$ cat config.mk
export PLATFORM = sky130hd
export DESIGN_NAME = i2c_register_bank
export DESIGN_NICKNAME = d
export VERILOG_FILES = /design/src/rtl/i2c_regbank_pkg.sv /design/src/rtl/i2c_edge_strobe.sv /design/src/rtl/i2c_register_bank.sv
export SDC_FILE = /design/constraint.sdc
export NUM_CORES = 1
export LEC_CHECK = 0
export ABC_CLOCK_PERIOD_IN_PS = 6400
export BUFFER_PORTS_ARGS = -buffer_cell sky130_fd_sc_hd__buf_4
export CORE_UTILIZATION = 50
export CTS_CLUSTER_DIAMETER = 150
export CTS_CLUSTER_SIZE = 8
export DETAILED_ROUTE_END_ITERATION = 8
export MAX_ROUTING_LAYER = met4
export PLACE_DENSITY = 0.88
export SLEW_MARGIN = 25
export SYNTH_ARGS = -nofsm -noshare
export SYNTH_HDL_FRONTEND = slang
export SYNTH_SLANG_ARGS = --single-unit
$ cat constraint.sdc
create_clock -name clk -period 6.4 [get_ports clk]
set_clock_uncertainty 0.1 [all_clocks]
set_input_delay 0.64 -clock clk [delete_from_list [all_inputs] [get_ports clk]]
set_output_delay 0.64 -clock clk [all_outputs]
set_load 0.05 [all_outputs]
$ cat src/rtl/i2c_regbank_pkg.sv
`default_nettype none
// ============================================================================
// Module   : i2c_regbank_pkg
// Purpose  : Fixed command addresses and address-map helpers for the I2C bank.
// Revision : 1.0
// ============================================================================
package i2c_regbank_pkg;

    localparam logic [7:0] c_ADDR_PAGE      = 8'h80;
    localparam logic [7:0] c_ADDR_RESET_DC  = 8'hF0;
    localparam logic [7:0] c_ADDR_RESET_OPT = 8'hF1;
    localparam logic [7:0] c_ADDR_CLEAR     = 8'hF2;

    localparam int c_OSD_PAGE_LEN = 129;    // OSD window 00..7F plus page register 80
    localparam int c_CMD_BASE     = 'hF0;
    localparam int c_CMD_LEN      = 3;

    function automatic logic addr_in_range(input logic [7:0] a, input int base, input int len);
        return (int'(a) >= base) && (int'(a) < base + len);
    endfunction

    function automatic logic regions_overlap(input int a_base, input int a_len,
                                             input int b_base, input int b_len);
        return (a_base < b_base + b_len) && (b_base < a_base + a_len);
    endfunction

endpackage
`default_nettype wire

$ cat src/rtl/i2c_edge_strobe.sv
`default_nettype none
// ============================================================================
// Module   : i2c_edge_strobe
// Purpose  : Rising-edge detect on the write qualifier and one-cycle pulses.
// Revision : 1.0
// ============================================================================
module i2c_edge_strobe #(
    parameter int WIDTH = 1
) (
    input  logic             clk,
    input  logic             rst,
    input  logic             i_we,
    input  logic [WIDTH-1:0] i_req,
    output logic             o_we_edge,
    output logic [WIDTH-1:0] o_pulse
);

    logic             r_we_d;
    logic [WIDTH-1:0] r_pulse;
    logic             w_edge;

    assign w_edge = i_we & ~r_we_d;

    // Requests only latch on the edge; the pulse self-clears the next cycle.
    always_ff @(posedge clk) begin
        if (rst) begin
            r_we_d  <= 1'b0;
            r_pulse <= '0;
        end else begin
            r_we_d  <= i_we;
            r_pulse <= w_edge ? i_req : '0;
        end
    end

    assign o_we_edge = w_edge;
    assign o_pulse   = r_pulse;

endmodule
`default_nettype wire

$ cat src/rtl/i2c_register_bank.sv
`default_nettype none
// ============================================================================
// Module   : i2c_register_bank
// Purpose  : Parametrised I2C register map: OSD RAM window, control registers,
//            snapshot-read counters, status word and command pulses.
// Revision : 1.0
// ============================================================================
module i2c_register_bank
    import i2c_regbank_pkg::*;
#(
    parameter int                    NUM_CTRL     = 16,
    parameter int                    CTRL_BASE    = 'h90,
    parameter logic [NUM_CTRL*8-1:0] CTRL_RESET   = '0,
    parameter int                    NUM_COUNTERS = 6,
    parameter int                    COUNTER_W    = 32,
    parameter int                    COUNTER_BASE = 'hA0,
    parameter int                    STATUS_W     = 24,
    parameter int                    STATUS_BASE  = 'hC0,
    parameter int                    PAGE_BITS    = 3
) (
    input  logic                              clk,
    input  logic                              reset,
    input  logic [7:0]                        addr,
    input  logic [7:0]                        dataIn,
    input  logic                              writeEn,
    input  logic                              readEn,
    output logic [7:0]                        dataOut,
    output logic [7:0]                        ram_dataIn,
    output logic [PAGE_BITS+6:0]              ram_wraddress,
    output logic                              ram_wren,
    output logic [NUM_CTRL*8-1:0]             ctrl_regs,
    output logic [NUM_CTRL-1:0]               ctrl_changed,
    output logic                              reset_dc,
    output logic                              reset_opt,
    output logic [NUM_COUNTERS-1:0]           counter_clear,
    input  logic [NUM_COUNTERS*COUNTER_W-1:0] counters_in,
    input  logic [STATUS_W-1:0]               status_in
);

    localparam int c_B       = COUNTER_W / 8;
    localparam int c_S       = STATUS_W / 8;
    localparam int c_CNT_LEN = NUM_COUNTERS * c_B;
    localparam int c_IDXW    = (NUM_COUNTERS > 1) ? $clog2(NUM_COUNTERS) : 1;
    localparam int c_PW      = NUM_CTRL + 2 + NUM_COUNTERS;

    localparam bit c_MAP_BAD =
        regions_overlap(CTRL_BASE, NUM_CTRL, 0, c_OSD_PAGE_LEN) ||
        regions_overlap(CTRL_BASE, NUM_CTRL, c_CMD_BASE, c_CMD_LEN) ||
        regions_overlap(COUNTER_BASE, c_CNT_LEN, 0, c_OSD_PAGE_LEN) ||
        regions_overlap(COUNTER_BASE, c_CNT_LEN, c_CMD_BASE, c_CMD_LEN) ||
        regions_overlap(STATUS_BASE, c_S, 0, c_OSD_PAGE_LEN) ||
        regions_overlap(STATUS_BASE, c_S, c_CMD_BASE, c_CMD_LEN) ||
        regions_overlap(CTRL_BASE, NUM_CTRL, COUNTER_BASE, c_CNT_LEN) ||
        regions_overlap(CTRL_BASE, NUM_CTRL, STATUS_BASE, c_S) ||
        regions_overlap(COUNTER_BASE, c_CNT_LEN, STATUS_BASE, c_S) ||
        (CTRL_BASE + NUM_CTRL > 256) || (COUNTER_BASE + c_CNT_LEN > 256) ||
        (STATUS_BASE + c_S > 256);

    localparam bit c_PARAM_BAD = (COUNTER_W % 8 != 0) || (COUNTER_W < 8) || (COUNTER_W > 32) ||
                                 (STATUS_W % 8 != 0) || (STATUS_W < 8) || (PAGE_BITS < 1);

    generate
        if (c_MAP_BAD) begin : g_map_check
            $error("i2c_register_bank: address regions overlap or exceed 8-bit space");
        end
        if (c_PARAM_BAD) begin : g_param_check
            $error("i2c_register_bank: illegal counter/status/page width");
        end
    endgenerate

    logic [PAGE_BITS-1:0]      r_page;
    logic                      r_ram_wren;
    logic [PAGE_BITS+6:0]      r_ram_addr;
    logic [7:0]                r_ram_data;
    logic [NUM_CTRL*8-1:0]     r_ctrl;
    logic [COUNTER_W-1:0]      r_snap;
    logic [c_IDXW-1:0]         r_snap_idx;
    logic [7:0]                r_dout;

    logic                      w_we_edge;
    logic [NUM_CTRL-1:0]       w_ctrl_hit;
    logic [NUM_COUNTERS-1:0]   w_clear_req;
    logic [c_PW-1:0]           w_req;
    logic [c_PW-1:0]           w_pulse;
    logic                      w_cnt_hit;
    int                        w_cnt_k;
    int                        w_cnt_j;
    logic [7:0]                w_rd_data;

    always_comb begin
        w_ctrl_hit  = '0;
        w_clear_req = '0;
        for (int i = 0; i < NUM_CTRL; i++) begin
            w_ctrl_hit[i] = (int'(addr) == CTRL_BASE + i);
        end
        // Clear mask bits beyond the byte width simply never fire.
        if (addr == c_ADDR_CLEAR) begin
            for (int b = 0; b < NUM_COUNTERS; b++) begin
                w_clear_req[b] = (b < 8) ? dataIn[b[2:0]] : 1'b0;
            end
        end
    end

    assign w_req = {w_clear_req, (addr == c_ADDR_RESET_OPT), (addr == c_ADDR_RESET_DC), w_ctrl_hit};

    i2c_edge_strobe #(
        .WIDTH (c_PW)
    ) u_strobe (
        .clk       (clk),
        .rst       (reset),
        .i_we      (writeEn),
        .i_req     (w_req),
        .o_we_edge (w_we_edge),
        .o_pulse   (w_pulse)
    );

    always_ff @(posedge clk) begin
        if (reset) begin
            r_page     <= '0;
            r_ram_wren <= 1'b0;
            r_ram_addr <= '0;
            r_ram_data <= '0;
            r_ctrl     <= CTRL_RESET;
        end else begin
            r_ram_wren <= 1'b0;
            if (w_we_edge && !addr[7]) begin
                r_ram_wren <= 1'b1;
                r_ram_addr <= {r_page, addr[6:0]};
                r_ram_data <= dataIn;
            end
            if (w_we_edge && addr == c_ADDR_PAGE) begin
                r_page <= dataIn[PAGE_BITS-1:0];
            end
            for (int i = 0; i < NUM_CTRL; i++) begin
                if (w_we_edge && w_ctrl_hit[i]) begin
                    r_ctrl[i*8 +: 8] <= dataIn;
                end
            end
        end
    end

    always_comb begin
        w_cnt_hit = addr_in_range(addr, COUNTER_BASE, c_CNT_LEN);
        w_cnt_k   = 0;
        w_cnt_j   = 0;
        if (w_cnt_hit) begin
            w_cnt_k = (int'(addr) - COUNTER_BASE) / c_B;
            w_cnt_j = (int'(addr) - COUNTER_BASE) % c_B;
        end
    end

    // Reading a counter MSB freezes the rest of that counter for the following byte reads.
    always_ff @(posedge clk) begin
        if (reset) begin
            r_snap     <= '0;
            r_snap_idx <= '0;
        end else if (readEn && w_cnt_hit && w_cnt_j == 0) begin
            r_snap     <= counters_in[w_cnt_k*COUNTER_W +: COUNTER_W];
            r_snap_idx <= w_cnt_k[c_IDXW-1:0];
        end
    end

    always_comb begin
        w_rd_data = 8'h00;
        if (addr == c_ADDR_PAGE) begin
            w_rd_data = 8'(r_page);
        end else if (addr_in_range(addr, CTRL_BASE, NUM_CTRL)) begin
            w_rd_data = r_ctrl[(int'(addr) - CTRL_BASE)*8 +: 8];
        end else if (w_cnt_hit) begin
            if (w_cnt_j != 0 && w_cnt_k == int'(r_snap_idx)) begin
                w_rd_data = r_snap[(c_B-1-w_cnt_j)*8 +: 8];
            end else begin
                w_rd_data = counters_in[w_cnt_k*COUNTER_W + (c_B-1-w_cnt_j)*8 +: 8];
            end
        end else if (addr_in_range(addr, STATUS_BASE, c_S)) begin
            w_rd_data = status_in[(c_S-1-(int'(addr) - STATUS_BASE))*8 +: 8];
        end
    end

    always_ff @(posedge clk) begin
        if (reset) begin
            r_dout <= 8'h00;
        end else begin
            r_dout <= w_rd_data;
        end
    end

    assign dataOut       = r_dout;
    assign ram_dataIn    = r_ram_data;
    assign ram_wraddress = r_ram_addr;
    assign ram_wren      = r_ram_wren;
    assign ctrl_regs     = r_ctrl;
    assign ctrl_changed  = w_pulse[NUM_CTRL-1:0];
    assign reset_dc      = w_pulse[NUM_CTRL];
    assign reset_opt     = w_pulse[NUM_CTRL+1];
    assign counter_clear = w_pulse[NUM_CTRL+2 +: NUM_COUNTERS];

endmodule
`default_nettype wire

==> results.json, run 1 <==
{
  "synth-warning-count": 0,
  "grt_overflow": 0,
  "post-place-ws_ps": 1211,
  "final_area_mm2": 0.01755,
  "rrSetupSlack_ps": 3310,
  "routed_wl_mm": 62.05,
  "yosys_most_used_dff": "dfxtp_1",
  "wl_met3_mm": 6.580,
  "dpl-instance-area_mm2": 0.01675,
  "highest_layer": "met4",
  "track_usage_pct": 43.92,
  "synth-edff-count": 0,
  "setup_violations": 0,
  "place.gp.congestion": 1.004,
  "syn_area_mm2": 0.01366,
  "synth_area_leader_cell": "dfxtp_1",
  "viasPerCell": 6.701,
  "cp-end-kind": "flop",
  "ant_nets": 0,
  "clkTransAtPathRegs_ps": 60,
  "min_path_cells": 2,
  "htree_levels": 1,
  "p_leak_nw": 7.554,
  "synth_cell_types": 91,
  "critPathSlowestCell": "nor4b_2",
  "ys_seq_area_share_pct": 31.80,
  "worstReg2RegStart": "u_strobe.r_we_d",
  "reg2reg_depth": 6,
  "dp_hpwl_mm": 45.04,
  "rows": 60,
  "drv_slew": 0,
  "cp-start-kind": "primary input",
  "ctsHoldBuffers": 0,
  "cts_sinks": 217,
  "cts_tree": "done",
  "power.density_mw_per_mm2": 201.5,
  "cpMostUsedCell": "ha_1",
  "cts_buffer_depth": 3,
  "port_buffers": 414,
  "hold_path.class": "in2reg",
  "layout-drive-gt1-share_pct": 31.17,
  "maxCapViolCount": 0,
  "cts_buffers": 31,
  "die_area_mm2": 0.02799,
  "synthToLayoutAreaGrowth_pct": 28.45,
  "async_reset_ff_share_pct": 0,
  "slowest_delay_ps": 860,
  "layout.nets": 2144,
  "rsz0062_at_grt": "false",
  "syn_inst": 1563,
  "whs_endpoint": "u_strobe.r_we_d",
  "clockRootBuffer": "clkbuf_16",
  "fill_cells": 2169,
  "io_pins": 415,
  "synth_top_area_share_pct": 31.80,
  "netlist_top_cells_area": "dfxtp_1, mux2i_1, mux4_2",
  "hp-start": "writeEn",
  "drc": 0,
  "period_needed_ps": 4766,
  "ys_ff_latch": 217,
  "status": "completed",
  "fin_ws_ps": 1634,
  "period_share_pct": 74.47,
  "required_ps": 6780,
  "syn-num-nets": 1824,
  "hold_viol": 0,
  "postCtsSetupBuffers": 0,
  "tightest_slew_ps": 1067,
  "path_cells": "buf_4 > o21ai_2 > nand2b_1 > inv_1 > ha_1 > ha_1 > and2_1 > nand3b_1 > nand2b_1 > ha_1 > nand4_1 > a2111oi_2 > o2111ai_1 > nor4b_2 > o211a_1 > a21oi_1 > o221ai_1",
  "grt_max_degree": 93,
  "grt_pass1_vias": 14380,
  "num_vias": 14910,
  "fmax_mhz": 209.8,
  "clk_latency_ps": 550,
  "antenna_found_initial": 1,
  "grt_pass1_wl_mm": 90.99,
  "dr_wl_met2_mm": 29.31,
  "die_h_um": 167.3,
  "wl_met1_mm": 22.88,
  "wl_per_cell_um": 27.89,
  "fin_setup_tns_ps": 0,
  "die_x_um": 167.3,
  "crit_fanout": 15,
  "ctsResizeCount": 0,
  "avgSynthCellArea_um2": 8.741,
  "drt_iter0_drc": 2054,
  "max_slew_margin_pct": 28.67,
  "worst_ir_drop_vdd_uv": 225.2,
  "initial_core_util_pct": 50.83,
  "arrival_ps": 5150,
  "core_mm2": 0.02688,
  "rr_endpoint": "ctrl_regs[46]",
  "dr.pass1.iters": 6,
  "crit_type": "in2reg"
}
==> worst max-delay path, delay by kind of cell <==
kind,cells,cell delay (ps)
buffers and inverters,2,340
adder cells (fa/ha/maj),3,800
AO/OA/AOI/OAI,6,1640
AND/OR/NAND/NOR,6,1710
==> cell type report <==
cell class                 count  area (µm²)  area share (%)
multi-input combinational   1175        8612           49.08
sequential                   217        4344           24.76
timing repair buffer         441        3311           18.87
clock buffer                  32       779.5           4.442
tap                          341       426.7           2.431
inverter                      17       63.81          0.3636
clock inverter                 1       8.758         0.04991
antenna                        1       2.502         0.01426
==> sequential cells by signal, summed over array words and instances (netlist names) <==
name              flops
u_strobe.r_we_d       1
r_snap_idx            3
dataOut               8
ram_dataIn            8
ctrl_regs           128
r_snap               31
ram_wren              1
r_page                3
ram_wraddress        10
u_strobe.o_pulse     24
==> Yosys cell counts (all sizes together) (4+ instances only) <==
cell type and number:
nand4 11, o211ai 5, or2 5, nor3 20, dfxtp 217, o41ai 4
nand2b 8, and3 12, a2111oi 5, buf 55, mux2 18, a22oi 6
nor2 132, a31oi 10, a32o 4, a221o 8, o221ai 39, nor4 9
o31ai 8, a21boi 4, mux2i 164, inv 16, and4 4, mux4 39
clkbuf 99, or3 4, a32oi 4, nand3 55, nand2 212, o21ai 60
o31a 30, o32ai 4, o22ai 37, a2bb2oi 33, a211oi 15, nor2b 10
ha 25, a41oi 4, a21oi 104, a221oi 11, xnor2 4, and2 6
==> report_power, final <==
part	switching (mW)	leakage (nW)	internal [mW]	total, mW
combinational	0.461	5.42	0.284	0.745
sequential	0.00700	1.75	1.36	1.37
clock	0.580	0.387	0.841	1.42
total	1.05	7.55	2.49	3.54
==> per-stage QoR <==
stage,power (mW),utilization (%),cells,hold WS (ps)
2_1_floorplan,1.808,-,1563,324.8
3_3_place_gp,2.120,62.32,2191,340.3
3_5_place_dp,2.118,62.34,2191,345.1
4_1_cts,3.513,65.27,2224,211.5
5_1_grt,3.619,65.29,2225,242.1
6_report,3.536,65.29,2225,225.0
==> cells by family after synthesis <==
group | count (synthesis) | share of synthesized area (%)
flip-flops | 217 | 31.80
buffers and inverters | 171 | 5.376
multiplexers | 221 | 19.93
AND/OR/NAND/NOR | 502 | 16.85
XOR/XNOR | 7 | 0.5495
adder cells (fa/ha/maj) | 25 | 2.290
AO/OA/AOI/OAI | 420 | 23.21
==> cell usage in the layout (no fill, tap or decap), types with 5 or more instances in the layout <==
| master | n |
|---|---|
| nor2_1 | 127 |
| o22ai_1 | 37 |
| a22oi_1 | 6 |
| o21ai_0 | 58 |
| nor3_1 | 18 |
| o31ai_1 | 8 |
| o31a_1 | 30 |
| a221o_1 | 8 |
| clkbuf_16 | 31 |
| nor4_1 | 7 |
| a2bb2oi_1 | 33 |
| mux2i_1 | 164 |
| nand2_1 | 212 |
| buf_4 | 441 |
| a21oi_1 | 102 |
| a221oi_1 | 11 |
| dfxtp_1 | 217 |
| o221ai_2 | 29 |
| and3_1 | 12 |
| mux2_2 | 18 |
| a211oi_1 | 15 |
| nor2b_1 | 9 |
| nand3_1 | 53 |
| ha_1 | 25 |
| mux4_2 | 39 |
| nor2_2 | 5 |
| a31oi_1 | 9 |
| nand2b_1 | 7 |
| nand4_1 | 11 |
| o221ai_1 | 10 |
| inv_1 | 15 |
| and2_1 | 6 |
==> how the worst max path moves through the flow <==
stage	startpoint	end	slack, ps	cells after the start
2_1_floorplan	addr[0]	dataOut[0]	1210	20
3_3_place_gp	addr[5]	dataOut[5]	1230	17
3_5_place_dp	addr[5]	dataOut[5]	1210	17
4_1_cts	addr[5]	dataOut[5]	1760	17
5_1_grt	addr[5]	dataOut[5]	1320	17
6_report	addr[5]	dataOut[5]	1630	17
==> metal layers <==
metal,vias to the layer above,track usage [%]
met5,-,-
met4,0,20.86
met3,205,9.596
met2,1106,71.85
met1,7142,51.22
li1,6456,-
(Power assumes the default switching activity.)
==> inputs of run 2 (changes only) <==
Settings changed: ABC_CLOCK_PERIOD_IN_PS 6400 to 4300, CORE_UTILIZATION 50 to 48.
Clock period 6.4 ns to 4.3 ns, I/O delays scaled along.
==> results.json, run 2 (synthesis gave the netlist of run 1 again) <==
{
  "grt_pass1_wl_mm": 91.78,
  "setup_violations": 0,
  "fmax_mhz": 260.9,
  "netSwitchingPower_mw": 1.567,
  "status": "completed",
  "drt_iter0_drc": 1748,
  "place.gp.congestion": 1.004,
  "hold_path.class": "in2reg",
  "cts_buffers": 31,
  "track_usage_pct": 43.31,
  "cts_sinks": 217,
  "clockRootBuffer": "clkbuf_16",
  "final_cell_mix": "buf_4, dfxtp_1, nand2_1, mux2i_1, nor2_1",
  "maxCapViolCount": 0,
  "hold_viol": 0,
  "worstReg2RegStart": "u_strobe.r_we_d",
  "arrival_ps": 4220,
  "layout-drive-gt1-share_pct": 32.64,
  "hold_slack_ps": 31.47,
  "ant_nets": 0,
  "dp_hpwl_mm": 45.95,
  "final_common_cell": "buf_4",
  "period_share_pct": 89.15,
  "clkTransAtPathRegs_ps": 60,
  "die_x_um": 170.7,
  "postCtsSetupBuffers": 0,
  "largest_register_ffs": 128,
  "dr.pass1.iters": 6,
  "combinationalPowerShare_pct": 21.7,
  "layout.cells.non_filler": 2291,
  "ctsResizeCount": 0,
  "routed_wl_mm": 62.89,
  "p_clk_share_pct": 39.8,
  "crit_type": "in2reg",
  "initial_core_util_pct": 49.04,
  "clk_latency_ps": 560,
  "intPower_mw": 3.732,
  "num_vias": 15060,
  "antenna_found_initial": 1,
  "drv_slew": 0,
  "max_slew_margin_pct": 27.77,
  "p_seq_share_pct": 38.5,
  "rsz0062_at_grt": "false",
  "p_sw_share_pct": 29.57,
  "crit_fanout": 11,
  "cts_buffer_depth": 3,
  "wl_per_cell_um": 27.45,
  "fin_util_pct": 64.28,
  "hp-start": "writeEn",
  "required_ps": 4680,
  "io_pins": 415,
  "final_area_mm2": 0.01791,
  "viasPerCell": 6.575,
  "core_mm2": 0.02786,
  "die_h_um": 170.7,
  "drc": 0,
  "grt_pass1_vias": 14700,
  "cp-end-kind": "flop",
  "placed_cells": 2257,
  "setup.worst_path.start": "addr[6]",
  "grt_max_degree": 106,
  "port_buffers": 414,
  "worst_ir_drop_vdd_uv": 339.0,
  "dpl-instance-area_mm2": 0.01712,
  "ctsHoldBuffers": 0,
  "layout.nets": 2173,
  "fin_setup_tns_ps": 0,
  "grt_overflow": 0,
  "period_needed_ps": 3833,
  "synthToLayoutAreaGrowth_pct": 31.07,
  "tightest_slew_ps": 1083,
  "p_leak_nw": 7.700,
  "power.density_mw_per_mm2": 295.9,
  "htree_levels": 1,
  "rows": 61,
  "die_area_mm2": 0.02914,
  "cts_tree": "done",
  "cp-start-kind": "primary input"
}
[run 2: cell count changes in the layout (fill, tap and decap cells not counted), sizes merged]
cell  previous run  this run
buf            441       470
[run 2: worst max-delay path: stages]
cell,delay (ps)
buf_4,170
inv_1,150
ha_1,190
nor2b_1,180
a21o_1,330
nand3_4,110
inv_1,90
ha_2,210
ha_1,370
xnor3_1,370
or4_4,510
and3_4,200
nor4_4,480
o211ai_1,190
a41oi_1,230
[run 2: worst paths after layout]
kind | cells past startpoint | slack, ps | endpoint
max | 15 | 470 | dataOut[0]
min reg2reg | 2 | 350 | ram_wraddress[9]
min | 2 | 30 | u_strobe.r_we_d
max reg2reg | 6 | 1100 | ctrl_regs[47]
[run 2: power groups by stage]
stage          combinational (mW)  sequential (mW)  clock, mW
6_report                     1.15             2.04       2.11
5_1_grt                      1.20             2.04       2.20
4_1_cts                      1.12             2.04       2.11
3_5_place_dp                 1.12             2.08          0
3_3_place_gp                 1.12             2.08          0
2_1_floorplan               0.594             2.12          0
[run 2: layout make-up]
class	count	area, µm²
Timing Repair Buffer	470	3541
Tap cell	378	473.0
Sequential cell	217	4344
Antenna cell	1	2.502
Clock buffer	32	779.5
Multi-Input combinational cell	1175	8692
Inverter	17	66.31
Clock inverter	1	8.758
Fill cell	2309	9951
[run 2: stage by stage]
stage               total power, mW  setup WS, ps
floorplan                     2.711         4.527
CTS                           5.272         501.6
finish                        5.299         466.6
detailed placement            3.197        -39.13
global placement              3.199         118.3
global route                  5.432         281.6
[run 2: per-layer routing]
layer  global-route usage [%]  vias to the layer above  wire (µm)  share of wire, %
li1                         -                     6518          -                 -
met1                    51.07                     7258      23540                37
met2                    70.19                     1079      29620                47
met3                    8.304                      209       6310                10
met4                    22.37                        0       3423               5.4
met5                        -                        -          0                 0
==> inputs of run 3 (changes only) <==
Settings changed: ABC_CLOCK_PERIOD_IN_PS 4300 to 3230.
Clock period 4.3 ns to 3.23 ns, I/O delays scaled along.
==> results.json, run 3 (synthesis gave the netlist of run 1 again) <==
{
  "status": "completed",
  "port_buffers": 414,
  "io_pins": 415,
  "track_usage_pct": 45.60,
  "die_x_um": 170.7,
  "viasPerCell": 6.489,
  "wl_per_cell_um": 27.45,
  "tightest_slew_ps": 975.8,
  "cts_sinks": 217,
  "post-place-ws_ps": -494.6,
  "max_slew_margin_pct": 34.95,
  "arrival_ps": 3410,
  "grt_pass1_vias": 15500,
  "cpMostUsedCell": "ha_4",
  "ant_nets": 0,
  "htree_levels": 1,
  "worst_ir_drop_vdd_uv": 454.4,
  "largest_register_ffs": 128,
  "power.density_mw_per_mm2": 380.9,
  "routed_wl_mm": 66.21,
  "clockRootBuffer": "clkbuf_16",
  "p_clk_share_pct": 39.3,
  "maxCapViolCount": 0,
  "crit_type": "in2reg",
  "grt_pass1_wl_mm": 96.19,
  "final_area_mm2": 0.01904,
  "layout-drive-gt1-share_pct": 36.73,
  "die_h_um": 170.7,
  "setup_violations": 0,
  "p_leak_nw": 8.335,
  "fill_cells": 2124,
  "final_cell_mix": "buf_4, dfxtp_1, nand2_1, mux2i_1, nor2_1",
  "cts_buffers": 31,
  "hold_viol": 0,
  "place.gp.congestion": 1.061,
  "fin_ws_ps": 170.4,
  "cts_tree": "done",
  "dpl-instance-area_mm2": 0.01812,
  "p_sw_share_pct": 29.90,
  "dr.pass1.iters": 6,
  "antenna_found_initial": 0,
  "drv_slew": 0,
  "combinationalPowerShare_pct": 23.3,
  "dp_hpwl_mm": 48.20,
  "initial_core_util_pct": 49.04,
  "clkTransAtPathRegs_ps": 60,
  "rows": 61,
  "p_total_mw": 7.251,
  "drc": 0,
  "rsz0062_at_grt": "true",
  "period_share_pct": 94.73,
  "slowest_delay_ps": 320,
  "p_seq_share_pct": 37.5,
  "crit_fanout": 3,
  "hold_path.class": "in2reg",
  "final_common_cell": "buf_4",
  "fmax_mhz": 326.8,
  "intPower_mw": 5.083,
  "layout.nets": 2295,
  "die_area_mm2": 0.02914,
  "fin_util_pct": 68.34,
  "num_vias": 15650,
  "critPathSlowestCell": "a221o_1",
  "netSwitchingPower_mw": 2.168,
  "path_cells": "buf_4 > inv_2 > ha_4 > nand2b_4 > inv_2 > ha_4 > ha_4 > and2_4 > nand3b_1 > nand2b_1 > ha_1 > nor4_2 > nand4_1 > a221o_1 > nor4_4 > buf_4 > nor4_4 > a32o_1 > or3_1",
  "drt_iter0_drc": 1880,
  "period_needed_ps": 3060,
  "synthToLayoutAreaGrowth_pct": 39.34,
  "core_mm2": 0.02786,
  "cts_buffer_depth": 3,
  "required_ps": 3580,
  "clk_latency_ps": 560,
  "cp-end-kind": "flop",
  "grt_max_degree": 93,
  "antenna_cells": 0,
  "cp-start-kind": "primary input",
  "grt_overflow": 0
}
run 3: changes by cell type in the layout (fill, tap and decap cells not counted), moves of 2 or more:
cell / delta
nor4_2: +2
nor4_1: -2
buf_12: +10
dlygate4sd3_1: +10
buf_4: +102
run 3: power groups by stage:
stage | combinational (mW) | sequential, mW | clock [mW]
floorplan | 0.796 | 2.82 | 0
global placement | 1.62 | 2.77 | 0
detailed placement | 1.62 | 2.77 | 0
CTS | 1.64 | 2.71 | 2.84
global route | 1.75 | 2.71 | 2.98
finish | 1.69 | 2.72 | 2.85
run 3: worst max-delay path, delay by kind of cell:
kind,cells,cell delay [ps]
fa+ha+maj,4,640
buf+inv,4,400
simple gates,9,1500
compound gates,2,530
run 3: per-layer routing:
| layer | part of all wire, % | GRT usage, % | vias up |
|---|---|---|---|
| met3 | 11 | 10.34 | 307 |
| met1 | 36 | 51.03 | 7444 |
| met2 | 46 | 73.68 | 1136 |
| met5 | 0 | - | - |
| li1 | - | - | 6764 |
| met4 | 7.1 | 28.67 | 0 |
run 3: final timing paths:
| path | start | to | slack, ps | cells past startpoint |
|---|---|---|---|---|
| worst max-delay path | addr[1] | dataOut[6] | 170 | 19 |
| worst min-delay path | counters_in[67] | r_snap[3] | 4 | 3 |
| worst max register to register | u_strobe.r_we_d | ctrl_regs[77] | 990 | 6 |
| worst min register to register | ram_dataIn[3] | ram_dataIn[3] | 360 | 2 |
run 3: timing repair:
item,in CTS,in global routing
setup endpoints to repair,0,5
endpoints found under the hold margin,12,0
setup buffers,0,1
resized for setup,0,5
hold buffers,10,0
run 3: final cells by class:
class,instances,area (µm²),share of cell area (%)
clock buffers,32,779.5,4.095
well taps,378,473.0,2.484
multi-input cells,1175,8756,45.99
inverters,17,68.82,0.3615
flip-flops and latches,217,4344,22.82
repair buffers,592,4607,24.20
clock inverters,1,8.758,0.04601
run 3: per-stage QoR:
stage / hold slack (ps) / std cells / setup TNS, ps
floorplan: 324.8 / 1563 / -5494
global placement: 338.1 / 2368 / -2299
detailed placement: 345.6 / 2368 / -3186
CTS: 2.917 / 2411 / 0
global route: 13.01 / 2412 / 0
finish: 4.034 / 2412 / 0
